[config.mk]
export PLATFORM = sky130hd
export DESIGN_NAME = csr_access_unit
export DESIGN_NICKNAME = d
export VERILOG_FILES = /design/src/rtl/csr_access_unit_pkg.sv /design/src/rtl/csr_access_unit.sv
export SDC_FILE = /design/constraint.sdc
export NUM_CORES = 1
export LEC_CHECK = 0
export ABC_AREA = 1
export BUFFER_PORTS_ARGS = -buffer_cell sky130_fd_sc_hd__buf_2
export CAP_MARGIN = 10
export CELL_PAD_IN_SITES_DETAIL_PLACEMENT = 0
export CELL_PAD_IN_SITES_GLOBAL_PLACEMENT = 1
export CORE_MARGIN = 1.5
export CORE_UTILIZATION = 25
export CTS_BUF_LIST = sky130_fd_sc_hd__clkbuf_8
export CTS_CLUSTER_DIAMETER = 120
export CTS_CLUSTER_SIZE = 40
export DETAILED_ROUTE_END_ITERATION = 10
export PLACE_DENSITY = 0.63
export SYNTH_ARGS = -nofsm -noshare
export SYNTH_HDL_FRONTEND = slang
export SYNTH_SLANG_ARGS = --single-unit
[constraint.sdc]
create_clock -name clock -period 4.48 [get_ports clock]
set_input_delay 0.448 -clock clock [delete_from_list [all_inputs] [get_ports clock]]
set_output_delay 0.448 -clock clock [all_outputs]
set_load 0.02 [all_outputs]
[src/rtl/csr_access_unit_pkg.sv]
// csr_access_unit_pkg: shared CSR port types, write-function encoding,
// funct3 constants and the access FSM state enum.
package csr_access_unit_pkg;
    localparam int XLEN_DEF       = 32;
    localparam int CSR_ADDR_W_DEF = 12;

    typedef logic [CSR_ADDR_W_DEF-1:0] csr_addr_t;
    typedef logic [4:0]                arch_reg;

    typedef enum logic [1:0] {
        CSR_WF_NONE = 2'b00,
        CSR_WF_RW   = 2'b01,
        CSR_WF_RS   = 2'b10,
        CSR_WF_RC   = 2'b11
    } csr_write_func;

    localparam logic [2:0] F3_CSRRW  = 3'b001;
    localparam logic [2:0] F3_CSRRS  = 3'b010;
    localparam logic [2:0] F3_CSRRC  = 3'b011;
    localparam logic [2:0] F3_CSRRWI = 3'b101;
    localparam logic [2:0] F3_CSRRSI = 3'b110;
    localparam logic [2:0] F3_CSRRCI = 3'b111;

    localparam csr_addr_t CSR_RDCYCLE = 12'hC00;
    localparam csr_addr_t CSR_RDTIME  = 12'hC01;

    typedef enum logic [1:0] {
        ST_IDLE,
        ST_READ,
        ST_WRITE,
        ST_RESP
    } csr_access_state_t;

    function automatic logic is_bad_funct3(input logic [2:0] f3);
        return f3[1:0] == 2'b00;
    endfunction
endpackage

[src/rtl/csr_access_unit.sv]
// csr_access_unit: sequences CSR instruction read/write strobes into the csr
// block and returns the rd writeback or an illegal-instruction response.
module csr_access_unit
    import csr_access_unit_pkg::*;
#(
    parameter int XLEN       = XLEN_DEF,
    parameter int CSR_ADDR_W = CSR_ADDR_W_DEF
) (
    input  logic                  clock,
    input  logic                  reset,
    input  logic                  req_valid,
    output logic                  req_ready,
    input  logic [2:0]            req_funct3,
    input  logic [CSR_ADDR_W-1:0] req_csr_addr,
    input  logic [XLEN-1:0]       req_rs1_value,
    input  logic [4:0]            req_rs1_idx,
    input  logic [4:0]            req_rd_idx,
    output logic [CSR_ADDR_W-1:0] csr_addr,
    output logic                  read_csr,
    output logic                  write_csr,
    output logic [1:0]            write_function,
    output logic [XLEN-1:0]       write_value,
    input  logic [XLEN-1:0]       csr_read_value,
    input  logic                  csr_illegal,
    output logic                  resp_valid,
    input  logic                  resp_ready,
    output logic                  resp_rd_write,
    output logic [4:0]            resp_rd_idx,
    output logic [XLEN-1:0]       resp_rd_value,
    output logic                  resp_illegal
);
    csr_access_state_t     state_q;
    logic [CSR_ADDR_W-1:0] addr_q;
    logic [XLEN-1:0]       operand_q, wvalue_q, rd_value_q;
    csr_write_func         func_q, wfunc_q;
    arch_reg               rd_q;
    logic                  do_read_q, do_write_q, read_q, write_q;
    logic                  valid_q, rd_write_q, illegal_q;

    logic [XLEN-1:0] operand_d;
    logic            do_read_d, do_write_d, bad_d;

    // RS/RC forms skip the write when the rs1 index (or uimm) is zero, regardless of value.
    always_comb begin
        operand_d  = req_funct3[2] ? {{(XLEN-5){1'b0}}, req_rs1_idx} : req_rs1_value;
        do_read_d  = !(req_funct3[1:0] == 2'b01 && req_rd_idx == 5'd0);
        do_write_d = req_funct3[1:0] == 2'b01 || req_rs1_idx != 5'd0;
        bad_d      = is_bad_funct3(req_funct3);
    end

    always_ff @(posedge clock or posedge reset) begin
        if (reset) begin
            state_q    <= ST_IDLE;
            addr_q     <= '0;
            operand_q  <= '0;
            wvalue_q   <= '0;
            rd_value_q <= '0;
            func_q     <= CSR_WF_NONE;
            wfunc_q    <= CSR_WF_NONE;
            rd_q       <= '0;
            do_read_q  <= 1'b0;
            do_write_q <= 1'b0;
            read_q     <= 1'b0;
            write_q    <= 1'b0;
            valid_q    <= 1'b0;
            rd_write_q <= 1'b0;
            illegal_q  <= 1'b0;
        end else begin
            read_q   <= 1'b0;
            write_q  <= 1'b0;
            wfunc_q  <= CSR_WF_NONE;
            wvalue_q <= '0;
            case (state_q)
                ST_IDLE: if (req_valid) begin
                    addr_q     <= req_csr_addr;
                    operand_q  <= operand_d;
                    func_q     <= csr_write_func'(req_funct3[1:0]);
                    rd_q       <= req_rd_idx;
                    do_read_q  <= do_read_d;
                    do_write_q <= do_write_d;
                    rd_value_q <= '0;
                    rd_write_q <= 1'b0;
                    illegal_q  <= 1'b0;
                    if (bad_d) begin
                        state_q   <= ST_RESP;
                        valid_q   <= 1'b1;
                        illegal_q <= 1'b1;
                    end else if (do_read_d) begin
                        state_q <= ST_READ;
                        read_q  <= 1'b1;
                    end else begin
                        state_q  <= ST_WRITE;
                        write_q  <= 1'b1;
                        wfunc_q  <= csr_write_func'(req_funct3[1:0]);
                        wvalue_q <= operand_d;
                    end
                end
                ST_READ: begin
                    rd_value_q <= csr_read_value;
                    if (csr_illegal) begin
                        state_q   <= ST_RESP;
                        valid_q   <= 1'b1;
                        illegal_q <= 1'b1;
                    end else if (do_write_q) begin
                        state_q  <= ST_WRITE;
                        write_q  <= 1'b1;
                        wfunc_q  <= func_q;
                        wvalue_q <= operand_q;
                    end else begin
                        state_q    <= ST_RESP;
                        valid_q    <= 1'b1;
                        rd_write_q <= rd_q != 5'd0;
                    end
                end
                ST_WRITE: begin
                    state_q    <= ST_RESP;
                    valid_q    <= 1'b1;
                    illegal_q  <= csr_illegal;
                    rd_write_q <= !csr_illegal && rd_q != 5'd0 && do_read_q;
                end
                ST_RESP: if (resp_ready) begin
                    state_q    <= ST_IDLE;
                    valid_q    <= 1'b0;
                    rd_write_q <= 1'b0;
                    illegal_q  <= 1'b0;
                    rd_value_q <= '0;
                end
                default: state_q <= ST_IDLE;
            endcase
        end
    end

    assign req_ready      = state_q == ST_IDLE;
    assign csr_addr       = addr_q;
    assign read_csr       = read_q;
    assign write_csr      = write_q;
    assign write_function = wfunc_q;
    assign write_value    = wvalue_q;
    assign resp_valid     = valid_q;
    assign resp_rd_write  = rd_write_q;
    assign resp_rd_idx    = rd_q;
    assign resp_rd_value  = rd_value_q;
    assign resp_illegal   = illegal_q;
endmodule

==> flow_summary.ini <==
[run_status]
status = completed

[worst_setup_path]
cp_max_fo = 41
crit_path_start = state_q[0]
criticalPathCategory = reg2reg
cpMaxStageDelayCell = nor2_4
crit_required_ns = 4.85
startpoint_type = flop
cp_cell_sequence = inv_1 > ha_1 > nand2_1 > nand2_2 > nor2_4 > nand3_1 > nand2_1
arrival_ns = 2.81
crit_path_frequent_cell = nand2_1
crit_family = simple AND/OR/NAND/NOR gates
reg2reg_from = state_q[0]
worst_r2r_endpoint = resp_rd_value[22]
worst-r2r-setup-slack_ns = 2.04
rr_worst_depth = 7
path_buf_inv = 1
slowest_delay_ns = 0.76
cp-end-kind = flop

[sta]
setup_violations = 0
hold_viol_final = 0
fin_ws_ns = 2.04
rsz0062_at_grt = false
worst_slew_pin_slew_ns = 0.918
timing.slew.headroom = 0.386
fin_worst_skew_ns = 0.0119
finalCritPeriodShare = 0.544
fmax_mhz = 410
fin_tns_setup_ns = 0
drv_slew = 0
fin_crit_ns = 2.44

[place]
hpwl_um = 9170
place.gp.congestion = 0.681
portBuffers = 182
pre_cts_slack_ns = 2.05

[cells_and_area]
layout_common_cells = 182 x buf_2, 135 x nand2_1, 126 x dfrtp_1, 72 x o21ai_0, 52 x inv_1
diodes = 0
drive_gt1_frac = 0.347
area_growth_pct = 28.1
n_fill_cell = 2199
final_common_cell = buf_2
nets = 797
final_util = 0.328
multi_input_area_um2 = 1650
regArea_um2 = 3150

[clock_network]
cts-root-buf = clkbuf_8
clock_latency_ns = 0.44
clk_path_buf_depth = 2
cts_tree = yes
cts_resized = 0
clkTransAtPathRegs_ns = 0.09
cts_setup_buffers = 0
cts_made_buffers = 17
cts.sinks = 126
ctsHoldBuffers = 0
htree_levels = 4

[power_and_ir_drop]
power_density_nw_per_um2 = 603
leakage_nw = 3.59
vdd_drop_max_uv = 199
clkPwrFrac = 0.237
p_int_w = 0.00231
p_sw_frac = 0.426
combPwrFrac = 0.367
seqPwrFrac = 0.396
power_switching_w = 0.00171

[routing]
drt_iter0_drc = 169
drc = 0
vias = 4201
drt_first_pass_iters = 4
wl_per_cell_um = 14.3
ant_nets = 0
routed_wl_um = 14000
via_per_inst = 4.28

[logic_synthesis]
synth-edff-count = 0
yosys-top-cells-area = dfrtp_1 61%, nand2_1 9.8%, o21ai_0 6.9%
netlist_area_um2 = 5200
syn_nets = 624
synth.distinct_cells = 28
synthFlopType = dfrtp_1
synth_warnings = 0
yosysTopAreaCellShare = 0.606
synth.avg_cell_area_um2 = 9.89
syn_inst = 526
ys_ff_latch = 126
yosysSeqAreaShare = 0.606
synth_top_area_cell = dfrtp_1
synthArstFlopShare = 1.00

[min_path]
holdPathStages = 3
worstHoldEndpoint = csr_addr[7]
hp-class = in2reg
min_from = req_csr_addr[7]

[die]
start_util = 0.256
coreArea_um2 = 20300
die-area_um2 = 21700
die_w_um = 147
ios = 183
die_h_um = 147
fp-row-count = 52

[grt]
antenna_found_initial = 1
grt_max_degree = 98
overflow = 0
grt_pass1_wl_um = 22800
grt_pass1_vias = 4253
grt_use_total = 0.136

[flow_run]
cap_violations = 0
worst register-to-register path, stage by stage, from the launching register on:
cell	delay (ns)
dfrtp_1	0.39
inv_1	0.08
ha_1	0.31
nand2_1	0.12
nand2_2	0.42
nor2_4	0.76
nand3_1	0.19
nand2_1	0.10
cell type report:
cell class	count	area share
clock buffers	17	0.0351
repair buffers	185	0.140
multi-input cells	314	0.248
inverters	55	0.0321
clock inverters	15	0.0210
well taps	270	0.0507
flip-flops and latches	126	0.473
power groups by stage:
stage	logic [W]	clock network, W	registers, W
final	0.00147	0.000953	0.00159
after detailed placement	0.00150	0	0.00162
after global routing	0.00166	0.00106	0.00163
after global placement	0.00149	0	0.00162
after floorplan	0.000829	0	0.00185
after CTS	0.00150	0.00101	0.00160
flip-flops by register name, indices dropped and copies added, names as in the netlist, 2 cells and up:
| name | cells |
|---|---|
| write_function | 2 |
| resp_rd_idx | 5 |
| write_value | 32 |
| func_q | 2 |
| operand_q | 32 |
| resp_rd_value | 32 |
| csr_addr | 12 |
| state_q | 2 |
worst max-delay path by stage:
stage | end | slack (ns) | cells after the start
global placement | resp_rd_value[18] | 2.08 | 7
floorplan | csr_addr[0] | 0.68 | 1
global route | resp_rd_value[10] | 1.76 | 7
detailed placement | resp_rd_value[22] | 2.05 | 7
CTS | resp_rd_value[22] | 2.03 | 7
finish | resp_rd_value[22] | 2.04 | 7
cell usage after synthesis (2+ instances only):
library cell / count
nand2_1: 136
dfrtp_1: 126
o21ai_0: 72
inv_1: 53
nand3_1: 40
o22ai_2: 20
o22ai_1: 12
nor2_1: 11
buf_2: 10
buf_4: 8
clkbuf_1: 5
o211ai_1: 5
ha_1: 4
buf_1: 3
buf_8: 2
clkbuf_2: 2
nand2_4: 2
nand3b_1: 2
nand4_1: 2
nor2_4: 2
nor3_1: 2
cells by family after synthesis:
group,after synthesis,synth area share
adders and majority gates,4,0.00962
buffers and inverters,86,0.0770
AOI/OAI and AO/OA,111,0.142
and+or+nand+nor,199,0.166
DFF,126,0.606
per-stage QoR:
stage          hold slack, ns  area [um2]  power (W)  cells
2_1_floorplan           0.449        5200    0.00268    526
3_3_place_gp            0.456        6290    0.00311    950
3_5_place_dp            0.460        6290    0.00311    950
4_1_cts                 0.151        6660    0.00410    982
5_1_grt                 0.163        6660    0.00435    982
6_report                0.199        6660    0.00402    982
layer usage:
| metal | global-route usage | part of all wire | up-vias |
|---|---|---|---|
| met5 | 0 | 0.00093 | - |
| met4 | 0.0405 | 0.012 | 2 |
| met3 | 0.0444 | 0.058 | 12 |
| met2 | 0.213 | 0.47 | 113 |
| met1 | 0.178 | 0.46 | 2012 |
| li1 | - | - | 2062 |
No activity file was read; power rests on OpenSTA's default activity.
